$ cat config.mk
export PLATFORM = sky130hd
export DESIGN_NAME = timing_nco
export DESIGN_NICKNAME = d
export VERILOG_FILES = /design/src/rtl/msk_timing_pkg.sv /design/src/rtl/timing_nco_mu.sv /design/src/rtl/timing_nco.sv
export SDC_FILE = /design/constraint.sdc
export NUM_CORES = 1
export LEC_CHECK = 0
export CAP_MARGIN = 5
export CORE_MARGIN = 2
export CORE_UTILIZATION = 35
export DETAILED_ROUTE_END_ITERATION = 10
export HOLD_SLACK_MARGIN = 0.1
export MAX_ROUTING_LAYER = met4
export SYNTH_ARGS = -nofsm -noshare
export SYNTH_HDL_FRONTEND = slang
export SYNTH_SLANG_ARGS = --single-unit
$ cat constraint.sdc
create_clock -name clk -period 7.2 [get_ports clk]
set_input_delay 1.08 -clock clk [delete_from_list [all_inputs] [get_ports clk]]
set_output_delay 1.08 -clock clk [all_outputs]
set_load 0.03 [all_outputs]
$ cat src/rtl/msk_timing_pkg.sv
// Shared timing-recovery constants and helpers for the NCO and the interpolator.
package msk_timing_pkg;

  localparam int unsigned GapW = 4;
  localparam logic [GapW-1:0] GapMax = '1;

  function automatic logic [31:0] calc_w_nom(input int unsigned wnco, input int unsigned sps_log2);
    return 32'd1 << (wnco - sps_log2);
  endfunction

  function automatic logic [31:0] calc_w_min(input int unsigned wnco, input int unsigned sps_log2);
    logic [31:0] w;
    w = calc_w_nom(wnco, sps_log2);
    return w - (w >> 2);
  endfunction

  function automatic logic [31:0] calc_w_max(input int unsigned wnco, input int unsigned sps_log2);
    logic [31:0] w;
    w = calc_w_nom(wnco, sps_log2);
    return w + (w >> 2);
  endfunction

  // An eta at or above one nominal step would scale past unity, so pin mu to all-ones.
  function automatic logic [31:0] mu_saturate(input logic [31:0] mu_raw, input logic sat,
                                              input int unsigned wmu);
    return sat ? ((32'd1 << wmu) - 32'd1) : mu_raw;
  endfunction

endpackage

$ cat src/rtl/timing_nco_mu.sv
// Scales the pre-decrement NCO phase into the fractional interval mu, saturating near unity.
module timing_nco_mu
  import msk_timing_pkg::*;
#(
  parameter int unsigned WNCO     = 24,
  parameter int unsigned SPS_LOG2 = 2,
  parameter int unsigned WMU      = 16
) (
  input  logic [WNCO-1:0] eta_old_i,
  output logic [WMU-1:0]  mu_o
);

  localparam logic [WNCO-1:0] WNom = WNCO'(calc_w_nom(WNCO, SPS_LOG2));

  logic [WNCO-1:0] eta_scaled;
  logic            sat;

  always_comb begin
    eta_scaled = eta_old_i << SPS_LOG2;
    sat        = (eta_old_i >= WNom);
    mu_o       = WMU'(mu_saturate(32'(eta_scaled >> (WNCO - WMU)), sat, WMU));
  end

endmodule

$ cat src/rtl/timing_nco.sv
// Decrementing timing NCO: issues interpolant strobes with mu, guarding against closely spaced
// underflows and clamping the loop-filter-adjusted step.
module timing_nco
  import msk_timing_pkg::*;
#(
  parameter int unsigned WERR       = 18,
  parameter int unsigned WNCO       = 24,
  parameter int unsigned SPS_LOG2   = 2,
  parameter int unsigned CTRL_SHIFT = 4,
  parameter int unsigned WMU        = 16,
  parameter int unsigned MIN_GAP    = 2
) (
  input  logic            clk,
  input  logic            reset_n,
  input  logic            in_valid_i,
  input  logic [WERR-1:0] ctrl_i,
  input  logic            ctrl_valid_i,
  output logic            strobe_o,
  output logic [WMU-1:0]  mu_o,
  output logic            skip_o,
  output logic            clamp_o,
  output logic [15:0]     sym_cnt_o
);

  localparam int unsigned WW = WNCO + 2;
  localparam logic signed [WW-1:0] WNom = WW'(calc_w_nom(WNCO, SPS_LOG2));
  localparam logic signed [WW-1:0] WMin = WW'(calc_w_min(WNCO, SPS_LOG2));
  localparam logic signed [WW-1:0] WMax = WW'(calc_w_max(WNCO, SPS_LOG2));
  localparam logic [WNCO-1:0] EtaInit = '1;

  logic [WNCO-1:0]        eta_q, eta_d;
  logic signed [WERR-1:0] ctrl_q, ctrl_d;
  logic [GapW-1:0]        gap_q, gap_d;
  logic                   strobe_q, strobe_d;
  logic                   skip_q, skip_d;
  logic                   clamp_q, clamp_d;
  logic [WMU-1:0]         mu_q, mu_d, mu_calc;
  logic [15:0]            sym_cnt_q, sym_cnt_d;

  logic signed [WW-1:0] ctrl_ext, w_raw, w_step, eta_diff;
  logic                 underflow, gap_ok;

  timing_nco_mu #(
    .WNCO    (WNCO),
    .SPS_LOG2(SPS_LOG2),
    .WMU     (WMU)
  ) u_mu (
    .eta_old_i(eta_q),
    .mu_o     (mu_calc)
  );

  always_comb begin
    ctrl_ext = WW'(ctrl_q);
    w_raw    = WNom + (ctrl_ext <<< CTRL_SHIFT);
    w_step   = w_raw;
    clamp_d  = 1'b0;
    if (w_raw > WMax) begin
      w_step  = WMax;
      clamp_d = 1'b1;
    end else if (w_raw < WMin) begin
      w_step  = WMin;
      clamp_d = 1'b1;
    end
    // Low WNCO bits of the difference already hold the wrapped phase on underflow.
    eta_diff  = $signed({2'b00, eta_q}) - w_step;
    underflow = (eta_diff < 0);
    gap_ok    = (32'(gap_q) >= MIN_GAP);
  end

  always_comb begin
    ctrl_d    = ctrl_valid_i ? $signed(ctrl_i) : ctrl_q;
    eta_d     = eta_q;
    gap_d     = gap_q;
    strobe_d  = 1'b0;
    skip_d    = 1'b0;
    mu_d      = mu_q;
    sym_cnt_d = sym_cnt_q;
    if (in_valid_i) begin
      eta_d = eta_diff[WNCO-1:0];
      gap_d = (gap_q == GapMax) ? gap_q : gap_q + GapW'(1);
      if (underflow) begin
        if (gap_ok) begin
          strobe_d  = 1'b1;
          mu_d      = mu_calc;
          sym_cnt_d = sym_cnt_q + 16'd1;
          gap_d     = GapW'(1);
        end else begin
          skip_d = 1'b1;
        end
      end
    end
  end

  always_ff @(posedge clk) begin
    if (!reset_n) begin
      eta_q     <= EtaInit;
      ctrl_q    <= '0;
      gap_q     <= GapMax;
      strobe_q  <= 1'b0;
      skip_q    <= 1'b0;
      clamp_q   <= 1'b0;
      mu_q      <= '0;
      sym_cnt_q <= '0;
    end else begin
      eta_q     <= eta_d;
      ctrl_q    <= ctrl_d;
      gap_q     <= gap_d;
      strobe_q  <= strobe_d;
      skip_q    <= skip_d;
      clamp_q   <= clamp_d;
      mu_q      <= mu_d;
      sym_cnt_q <= sym_cnt_d;
    end
  end

  assign strobe_o  = strobe_q;
  assign skip_o    = skip_q;
  assign clamp_o   = clamp_q;
  assign mu_o      = mu_q;
  assign sym_cnt_o = sym_cnt_q;

endmodule

==> reports/qor.yml <==
place_hpwl_um: 6960
cts_num_sinks: 77
cpPeakStageDelay_ns: 0.60
gr-total-overflow: 0
wl_um: 9590
syn_avg_cell_area_um2: 8.43
drtAntennaViolNets: 0
hold_violations: 0
initial_core_util_pct: 36.1
min_path_cells: 2
fin_nets: 581
first_pass_iters: 4
cts_max_path_buffers: 2
ys.flop_type: "dfxtp_1"
holdCritPathClass: "reg -> reg"
period_needed_ns: 3.85
io_buffers: 56
cp.depth: 14
r2r_cells: 14
synth_edf_count: 0
antenna_found_initial: 0
cp.arrival_ns: 4.05
die_h_um: 113
grt_pass1_vias: 3326
synth_cell_types: 60
fin_crit_sh_pct: 53.5
numCtsBuffers: 9
core_um2: 11500
fmax_ghz: 0.260
area_delta_synth_final_pct: 22.6
fin_hold_ws_ns: 0.492
end_kind: "flop"
grt_pass1_wl_um: 16100
path_clk_slew_ns: 0.07
drive_gt1_share_pct: 7.02
top_level_ports: 57
finalSetupViolCount: 0
crit_family: "compound AO/OA/AOI/OAI gates"
first_iter_violations: 178
slowest_stage: "o31ai_1"
p_leak_nw: 1.92
critical_path.max_fanout: 17
regArea_um2: 1540
place.gp.congestion: 0.884
tns_ns: 0
htreeDepth: 3
row_count: 39
die-area_um2: 12700
synth_top_cell_by_area: "dfxtp_1"
multi_input_area_um2: 2430
p_per_area_nw_per_um2: 244
num_antenna_cells: 0
slew-limit-headroom_pct: 30.5
cts_tree: "built"
netlist_instances: 491
post_cts_resized: 0
cp_data_required_time_ns: 7.40
clock-root-buffer: "clkbuf_16"
clock-skew-final_ns: 0.00797
async_flop_share_pct: 0
grtUsageTotal_pct: 16.0
outcome: "finished clean"
cap_violations: 0
netlist_area_um2: 4140
worst_pin_slew_ns: 1.04
ys_seq_area_share_pct: 37.2
path_class: "reg -> reg"
start_kind: "flop"
wl_per_cell_um: 14.0
clk_latency_ns: 0.34
vdd_ir_drop_max_mv: 0.104
synth_seq_cells: 77
slew_violations: 0
path_buf_inv: 0
num_vias: 3537
synth_top_cell_area_share_pct: 37.2
yosysMostFrequentCell: "dfxtp_1"
synth_common_cells: "dfxtp_1 (77), nor2_1 (73), nand2_1 (47)"
hold_buffers: 0
crit_chain: "nor4_1, nand4_1, nand2_1, mux2_2, and2_1, ha_1, fa_1, nand2b_1, a21oi_1, o31ai_1, a21oi_1, a2111oi_0, xor2_1, o211ai_1"
yosys_warnings: 0
num-fill-cells: 1114
post_cts_buffers: 0
cpMostUsedCell: "a21oi_1"
yosys-top-cells-area: "dfxtp_1 (37%), ha_1 (6.6%), nor2_1 (6.6%)"
syn_nets: 536
vias_per_cell: 5.17
die_x_um: 113
drc_errors: 0
grt_setup_unrepaired: "false"
grt_max_degree: 57
==> registers in the layout, indices dropped and copies added (netlist names) <==
signal and count:
mu_o 16, strobe_o 1, gap_q 4, eta_q 20, clamp_o 1, skip_o 1
sym_cnt_o 16, ctrl_q 18
==> metrics by stage <==
step	worst slack, ns	cell area (um^2)	total power, mW	cells	util, %
final	3.35	5080	1.24	684	44.3
after global routing	3.01	5080	1.31	684	44.3
after CTS	3.30	5080	1.25	684	44.3
after detailed placement	3.26	4790	0.807	668	41.8
after global placement	3.35	4790	0.797	668	41.8
after floorplan	3.86	4140	0.728	491	-
==> layer usage <==
layer | track usage (%) | routed length [um]
met5 | - | 0
met4 | 5.37 | 104
met2 | 23.0 | 3970
met3 | 3.96 | 480
met1 | 22.0 | 5040
==> power by group <==
part           leakage [nW]  total, mW  internal, mW  switching [mW]
combinational          1.15      0.304         0.132           0.172
sequential            0.630      0.495         0.461          0.0335
clock                 0.136      0.438         0.241           0.197
total                  1.92       1.24         0.835           0.403
==> worst reg2reg max path: cells and delay by family, from the launching register on <==
kind,cells,cell delay [ns]
muxes,1,0.34
and+or+nand+nor,5,0.97
AOI/OAI and AO/OA,5,1.50
DFF,1,0.33
adders and majority gates,2,0.37
xor gates and xnor gates,1,0.21
==> cell families after synthesis <==
family	share of synthesized area, %
XOR/XNOR	3.60
adder cells (fa/ha/maj)	7.13
flip-flops	37.2
AND/OR/NAND/NOR	21.2
AO/OA/AOI/OAI	20.6
buffers and inverters	4.02
multiplexers	6.32
==> cell type report <==
type / count / share of cell area, %
multi-input cells: 375 / 47.9
flip-flops and latches: 77 / 30.4
repair buffers: 59 / 11.5
clock buffers: 9 / 4.44
well taps: 143 / 3.52
clock inverters: 7 / 1.26
inverters: 14 / 1.03
==> cell usage in the layout, fill, tap and decap left out, types with 4 or more instances in the layout <==
cell type and count:
xnor2_1 11, nor4_1 8, ha_1 22, or3_1 4, nor2_1 73, a211oi_1 18, o21ai_0 25, nand3_1 16
mux2i_1 25, nand2_1 47, a21oi_1 31, and2_1 4, and3_1 6, clkbuf_16 9, nand2b_1 9, dfxtp_1 77
clkdlybuf4s50_1 56, xor2_1 6, o21a_1 6, inv_1 13, nand4_1 8
==> path summary, 6_finish.rpt <==
kind / slack (ns) / end / start
hold reg to reg: 0.49 / sym_cnt_o[4] / sym_cnt_o[4]
setup / recovery: 3.35 / eta_q[20] / ctrl_q[3]
setup reg to reg: 3.35 / eta_q[20] / ctrl_q[3]
hold / removal: 0.49 / sym_cnt_o[4] / sym_cnt_o[4]
Note: power is estimated with default switching activity, not from simulation.
